**config.mk**
```make
export PLATFORM = sky130hd
export DESIGN_NAME = data_memory_controller
export DESIGN_NICKNAME = d
export VERILOG_FILES = /design/src/rtl/data_memory_controller_pkg.sv /design/src/rtl/data_memory_controller_rr_arbiter.sv /design/src/rtl/data_memory_controller.sv
export SDC_FILE = /design/constraint.sdc
export NUM_CORES = 1
export LEC_CHECK = 0
export BUFFER_PORTS_ARGS = -buffer_cell sky130_fd_sc_hd__buf_2
export CAP_MARGIN = 20
export CORE_MARGIN = 2
export CORE_UTILIZATION = 35
export DETAILED_ROUTE_END_ITERATION = 6
export HOLD_SLACK_MARGIN = 0.03
export PLACE_DENSITY = 0.66
export SLEW_MARGIN = 10
export SYNTH_ARGS = -nofsm -noshare
export SYNTH_HDL_FRONTEND = slang
export SYNTH_SLANG_ARGS = --single-unit
```
**constraint.sdc**
```tcl
create_clock -name clk -period 2.8 [get_ports clk]
set_input_delay 0.14 -clock clk [delete_from_list [all_inputs] [get_ports clk]]
set_output_delay 0.14 -clock clk [all_outputs]
set_load 0.05 [all_outputs]
```
**src/rtl/data_memory_controller_pkg.sv**
```systemverilog
`default_nettype none
// ============================================================================
// Module      : data_memory_controller_pkg
// Description : Shared types for the LSU data-memory controller: data and
//               address types, controller FSM encoding, index-width helper.
// Revision    : 1.0 - initial release
// ============================================================================
package data_memory_controller_pkg;

  localparam int DATA_WIDTH = 16;
  localparam int ADDR_WIDTH = 8;

  typedef logic [DATA_WIDTH-1:0] data_t;
  typedef logic [ADDR_WIDTH-1:0] data_memory_address_t;

  typedef enum logic [1:0] {
    CTRL_IDLE       = 2'd0,
    CTRL_READ_WAIT  = 2'd1,
    CTRL_WRITE_WAIT = 2'd2,
    CTRL_RESPOND    = 2'd3
  } controller_state_t;

  // Channel index width; never below 1 so a single-channel build still has
  // a legal vector for the pointer and channel id.
  function automatic int idx_width(input int n);
    return (n > 1) ? $clog2(n) : 1;
  endfunction

endpackage
`default_nettype wire

```
**src/rtl/data_memory_controller_rr_arbiter.sv**
```systemverilog
`default_nettype none
// ============================================================================
// Module      : data_memory_controller_rr_arbiter
// Description : Combinational round-robin picker. Returns the first pending
//               channel at or after rr_ptr, wrapping modulo NUM_CHANNELS.
// Ports       : pending     in  per-channel request flags
//               rr_ptr      in  channel with highest priority this pass
//               grant_valid out any channel pending
//               grant_idx   out selected channel
// Revision    : 1.0 - initial release
// ============================================================================
module data_memory_controller_rr_arbiter
  import data_memory_controller_pkg::*;
#(
  parameter int NUM_CHANNELS = 4,
  parameter int IDX_W        = idx_width(NUM_CHANNELS)
) (
  input  logic [NUM_CHANNELS-1:0] pending,
  input  logic [IDX_W-1:0]        rr_ptr,
  output logic                    grant_valid,
  output logic [IDX_W-1:0]        grant_idx
);

  logic [IDX_W:0] w_idx;

  // Walk offsets from farthest to nearest so the nearest pending channel
  // is the last one written and therefore wins.
  always_comb begin
    grant_valid = 1'b0;
    grant_idx   = '0;
    w_idx       = '0;
    for (int k = NUM_CHANNELS - 1; k >= 0; k--) begin
      w_idx = {1'b0, rr_ptr} + (IDX_W+1)'(k);
      if (w_idx >= (IDX_W+1)'(NUM_CHANNELS)) begin
        w_idx = w_idx - (IDX_W+1)'(NUM_CHANNELS);
      end
      if (pending[w_idx[IDX_W-1:0]]) begin
        grant_valid = 1'b1;
        grant_idx   = w_idx[IDX_W-1:0];
      end
    end
  end

endmodule
`default_nettype wire

```
**src/rtl/data_memory_controller.sv**
```systemverilog
`default_nettype none
// ============================================================================
// Module      : data_memory_controller
// Description : Serialises LSU read/write requests from NUM_CHANNELS channels
//               onto a single downstream data-memory port, one transaction
//               at a time, granted round-robin. Each completion is answered
//               with a one-cycle ready pulse on the owning channel.
// Ports       : clk, reset_n (async, active-low)
//               consumer_read_*  / consumer_write_*  LSU-side handshake
//               mem_read_*       / mem_write_*       downstream handshake
// Revision    : 1.0 - initial release
// ============================================================================
module data_memory_controller
  import data_memory_controller_pkg::*;
#(
  parameter int NUM_CHANNELS = 4
) (
  input  logic                      clk,
  input  logic                      reset_n,
  input  logic [NUM_CHANNELS-1:0]   consumer_read_valid,
  input  data_memory_address_t      consumer_read_address  [NUM_CHANNELS],
  output logic [NUM_CHANNELS-1:0]   consumer_read_ready,
  output data_t                     consumer_read_data     [NUM_CHANNELS],
  input  logic [NUM_CHANNELS-1:0]   consumer_write_valid,
  input  data_memory_address_t      consumer_write_address [NUM_CHANNELS],
  input  data_t                     consumer_write_data    [NUM_CHANNELS],
  output logic [NUM_CHANNELS-1:0]   consumer_write_ready,
  output logic                      mem_read_valid,
  output data_memory_address_t      mem_read_address,
  input  logic                      mem_read_ready,
  input  data_t                     mem_read_data,
  output logic                      mem_write_valid,
  output data_memory_address_t      mem_write_address,
  output data_t                     mem_write_data,
  input  logic                      mem_write_ready
);

  localparam int IDX_W = idx_width(NUM_CHANNELS);

  controller_state_t r_state;
  controller_state_t w_next_state;
  logic [IDX_W-1:0]  r_rr_ptr;
  logic [IDX_W-1:0]  r_ch;

  logic                    w_grant_valid;
  logic [IDX_W-1:0]        w_grant_idx;
  logic                    w_grant_is_read;
  logic                    w_issue_read;
  logic                    w_issue_write;
  logic                    w_finish_read;
  logic                    w_finish_write;
  logic                    w_respond;

  data_memory_controller_rr_arbiter #(
    .NUM_CHANNELS (NUM_CHANNELS),
    .IDX_W        (IDX_W)
  ) u_rr_arbiter (
    .pending     (consumer_read_valid | consumer_write_valid),
    .rr_ptr      (r_rr_ptr),
    .grant_valid (w_grant_valid),
    .grant_idx   (w_grant_idx)
  );

  // Read wins when a channel has both directions pending; the write stays
  // asserted by the LSU and is picked up on a later idle pass.
  assign w_grant_is_read = consumer_read_valid[w_grant_idx];

  // State register
  always_ff @(posedge clk or negedge reset_n) begin
    if (!reset_n) begin
      r_state <= CTRL_IDLE;
    end else begin
      r_state <= w_next_state;
    end
  end

  // Next-state logic
  always_comb begin
    w_next_state = r_state;
    case (r_state)
      CTRL_IDLE: begin
        if (w_issue_read)       w_next_state = CTRL_READ_WAIT;
        else if (w_issue_write) w_next_state = CTRL_WRITE_WAIT;
      end
      CTRL_READ_WAIT:  if (w_finish_read)  w_next_state = CTRL_RESPOND;
      CTRL_WRITE_WAIT: if (w_finish_write) w_next_state = CTRL_RESPOND;
      CTRL_RESPOND:    w_next_state = CTRL_IDLE;
      default:         w_next_state = CTRL_IDLE;
    endcase
  end

  // Output decode: downstream readies only count in their own wait state.
  always_comb begin
    w_issue_read   = 1'b0;
    w_issue_write  = 1'b0;
    w_finish_read  = 1'b0;
    w_finish_write = 1'b0;
    w_respond      = 1'b0;
    case (r_state)
      CTRL_IDLE: begin
        w_issue_read  = w_grant_valid &  w_grant_is_read;
        w_issue_write = w_grant_valid & ~w_grant_is_read;
      end
      CTRL_READ_WAIT:  w_finish_read  = mem_read_ready;
      CTRL_WRITE_WAIT: w_finish_write = mem_write_ready;
      CTRL_RESPOND:    w_respond      = 1'b1;
      default: ;
    endcase
  end

  // Registered outputs and latched transaction context. Address/data are
  // copied at grant so later LSU-side changes cannot disturb the transfer.
  always_ff @(posedge clk or negedge reset_n) begin
    if (!reset_n) begin
      r_ch                 <= '0;
      r_rr_ptr             <= '0;
      mem_read_valid       <= 1'b0;
      mem_read_address     <= '0;
      mem_write_valid      <= 1'b0;
      mem_write_address    <= '0;
      mem_write_data       <= '0;
      consumer_read_ready  <= '0;
      consumer_write_ready <= '0;
      for (int i = 0; i < NUM_CHANNELS; i++) begin
        consumer_read_data[i] <= '0;
      end
    end else begin
      if (w_issue_read) begin
        r_ch             <= w_grant_idx;
        mem_read_valid   <= 1'b1;
        mem_read_address <= consumer_read_address[w_grant_idx];
      end
      if (w_issue_write) begin
        r_ch              <= w_grant_idx;
        mem_write_valid   <= 1'b1;
        mem_write_address <= consumer_write_address[w_grant_idx];
        mem_write_data    <= consumer_write_data[w_grant_idx];
      end
      if (w_finish_read) begin
        consumer_read_data[r_ch]  <= mem_read_data;
        consumer_read_ready[r_ch] <= 1'b1;
        mem_read_valid            <= 1'b0;
      end
      if (w_finish_write) begin
        consumer_write_ready[r_ch] <= 1'b1;
        mem_write_valid            <= 1'b0;
      end
      if (w_respond) begin
        consumer_read_ready  <= '0;
        consumer_write_ready <= '0;
        // Explicit compare keeps the wrap correct for non-power-of-2 counts.
        r_rr_ptr <= (r_ch == IDX_W'(NUM_CHANNELS - 1)) ? '0 : r_ch + IDX_W'(1);
      end
    end
  end

endmodule
`default_nettype wire
```
==> flow_metrics.py <==
metrics = {
    "run_status": {
        "run_status": "completed",
    },
    "global_route": {
        "grt_pass1_vias": 4583,
        "grt_overflow": 0,
        "grt_max_degree": 58,
        "grt.total_usage_pct": 17.7,
        "antenna_found_initial": 0,
        "grt_pass1_wl_um": 23400,
    },
    "cells_and_area": {
        "fill_cells": 1461,
        "finish.instance_area_mm2": 0.00757,
        "final_nets": 835,
        "antenna_cells": 0,
        "area_growth_pct": 34.1,
        "post_route_cells_drive_above_1_share_pct": 59.3,
    },
    "timing": {
        "setup_viol_count_final": 0,
        "timing.final.ws_setup_ps": 491,
        "setup-tns-final_ps": 0,
        "fin_skew_ps": 11.0,
        "rsz0062_at_grt": "no",
        "period_needed_ps": 2310,
        "worst_slew_pin_slew_ps": 742,
        "finalMaxSlewViolations": 0,
        "fmax_mhz": 433,
        "hold_violations": 0,
        "finalCritPeriodShare_pct": 82.5,
        "holdWs_ps": 50.6,
        "relSlewSlack_pct": 50.5,
    },
    "logic_synthesis": {
        "synth_compound_area_share_pct": 3.97,
        "synth_edf_count": 0,
        "synthDistinctLibCells": 43,
        "yosysWarnings": 0,
        "syn_avg_cell_area_um2": 14.0,
        "synth_mux_area_share_pct": 38.3,
        "synth_top_family_by_area": "multiplexers",
        "synth.cell_area_mm2": 0.00564,
        "synth_adder_area_share_pct": 1.77,
        "synth_xor_area_share_pct": 0,
        "synth_seq_cells": 112,
        "synth-main-ff-cell": "dfrtp_1",
        "synth_top_cell_area_share_pct": 49.7,
        "seq_area_frac_synth_pct": 49.7,
        "synthCells": 402,
        "synth-simple-area-share_pct": 2.90,
        "yosysMostFrequentCell": "dfrtp_1",
        "synth_nets": 566,
        "netlist_top_cells_count": "dfrtp_1, mux2i_1, mux2_2, mux2_4, inv_1",
        "async_flop_share_pct": 100,
        "synthTopCellsByArea": "dfrtp_1, mux2i_1, mux2_2, mux2_4, ha_1",
        "synth_top_area_cell": "dfrtp_1",
    },
    "place": {
        "hpwl_um": 11600,
        "post-place-ws_ps": 485,
        "place.gp.congestion": 0.852,
        "numPortBuffers": 261,
        "place_area_mm2": 0.00725,
    },
    "setup_path": {
        "cp-start-kind": "flip-flop",
        "crit_family": "compound AO/OA/AOI/OAI gates",
        "path_buf_inv": 1,
        "crit_path_frequent_cell": "mux2i_1",
        "endpoint_kind": "flip-flop",
        "required_ps": 3030,
        "path_cells": "and2b_1 > o21ai_1 > a21oi_4 > buf_12 > mux2i_1 > mux2i_1 > mux2_2",
        "cp.arrival_ps": 2540,
        "regToRegSetupSlack_ps": 490,
        "critPathSlowestCell": "dfrtp_1",
        "max_stage_delay_ps": 470,
        "worstSetupPathType": "flip-flop to flip-flop",
        "crit_fanout": 23,
    },
    "cts": {
        "clkTransAtPathRegs_ps": 80,
        "cts_root_buf": "clkbuf_16",
        "cts_setup_buffers": 0,
        "cts_buffers": 9,
        "clockBufferDepth": 2,
        "clock-sinks": 112,
        "htree_levels": 3,
        "hold_buffers": 1,
        "cts_tree": "done",
        "clk_latency_ps": 350,
        "cts_resized": 0,
    },
    "worst_hold_path": {
        "hp-class": "input port to flip-flop",
    },
    "power": {
        "leakagePower_nw": 3.98,
        "ir_worst_vdd_mv": 0.678,
        "power.density_mw_per_mm2": 1410,
    },
    "floorplanning": {
        "core_area_mm2": 0.0158,
        "row_count": 46,
        "die_x_um": 131,
        "ios": 262,
        "die-area_mm2": 0.0172,
        "start_util_pct": 35.7,
        "die_h_um": 131,
    },
    "drt": {
        "ant_nets": 0,
        "avgRoutedWirePerCell_um": 17.1,
        "viasPerCell": 4.79,
        "post-route-drc-count": 0,
        "vias": 4275,
        "drt-total-wl_um": 15300,
        "drtIter0Drc": 139,
        "drtPass1Iterations": 5,
    },
    "run": {
        "cap_violations": 0,
    },
}
-- state kept, by name, summed over array words and instances (netlist names), 2 cells and up --
register	cells
mem_read_address	8
mem_write_data	16
consumer_read_data	64
r_rr_ptr	2
r_state	2
r_ch	2
consumer_read_ready	4
mem_write_address	8
consumer_write_ready	4
-- per-stage QoR --
stage / power (W) / instances / util [%]
after floorplan: 0.00787 / 402 / -
after global placement: 0.00926 / 875 / 45.8
after detailed placement: 0.00941 / 875 / 45.8
after CTS: 0.0108 / 892 / 47.8
after global routing: 0.0113 / 892 / 47.8
final: 0.0107 / 892 / 47.8
-- final timing paths --
kind / cells past startpoint / end / from
max: 7 / mem_write_data[9]$_DFFE_PN0P_ / r_rr_ptr[1]$_DFFE_PN0P_
min: 2 / mem_write_valid$_DFFE_PN0P_ / mem_write_ready
max reg2reg: 7 / mem_write_data[9]$_DFFE_PN0P_ / r_rr_ptr[1]$_DFFE_PN0P_
min reg2reg: 2 / consumer_write_ready[0]$_DFFE_PN0P_ / consumer_write_ready[0]$_DFFE_PN0P_
max in group asynchronous: 3 / mem_write_address[6]$_DFFE_PN0P_ / reset_n
min in group asynchronous: 2 / mem_write_address[5]$_DFFE_PN0P_ / reset_n
-- worst register-to-register path: stages, from the launching register on --
cell and delay [ps]:
dfrtp_1 470, and2b_1 230, o21ai_1 130, a21oi_4 470, buf_12 280, mux2i_1 230
mux2i_1 80, mux2_2 290
-- per-layer routing --
| metal | GRT usage (%) | share of wire [%] | vias up | routed length [µm] |
|---|---|---|---|---|
| met5 | 0 | 0 | - | 0 |
| met4 | 5.82 | 1.9 | 0 | 296 |
| met3 | 4.48 | 5.2 | 22 | 788 |
| met2 | 32.2 | 54 | 143 | 8220 |
| met1 | 20.2 | 39 | 2115 | 5990 |
| li1 | - | - | 1995 | - |
-- area by class of cell --
type / count / area (µm²) / area share (%)
clock inverter: 6 / 72.6 / 0.959
clock buffer: 10 / 239 / 3.16
sequential: 112 / 2800 / 37.0
inverter: 12 / 45.0 / 0.595
multi-input combinational: 258 / 2660 / 35.2
timing repair buffer: 278 / 1480 / 19.5
tap: 216 / 270 / 3.57
-- power breakdown --
| group | total [W] | leakage [nW] | internal (W) | switching [W] |
|---|---|---|---|---|
| clock network | 0.00135 | 0.155 | 0.000732 | 0.000615 |
| registers | 0.00284 | 1.38 | 0.00241 | 0.000430 |
| logic | 0.00650 | 2.45 | 0.00223 | 0.00427 |
-- logic make-up (layout without fill, tap and decap cells) --
group | count (synthesis) | count (layout)
mux | 194 | 194
flops | 112 | 112
buf+inv | 32 | 306
compound gates | 30 | 30
simple gates | 26 | 26
fa+ha+maj | 8 | 8
-- layout by cell type, fill, tap and decap left out, types with 3 or more instances in the layout --
cell       instances
a21oi_1            5
a31oi_1            5
buf_12             3
buf_2            260
buf_4             14
clkbuf_16          9
dfrtp_1          112
ha_1               8
inv_1             12
mux2_2            72
mux2_4            26
mux2i_1           96
nand3_1            4
nor2_1             8
No activity file was read; power rests on OpenSTA's default activity.
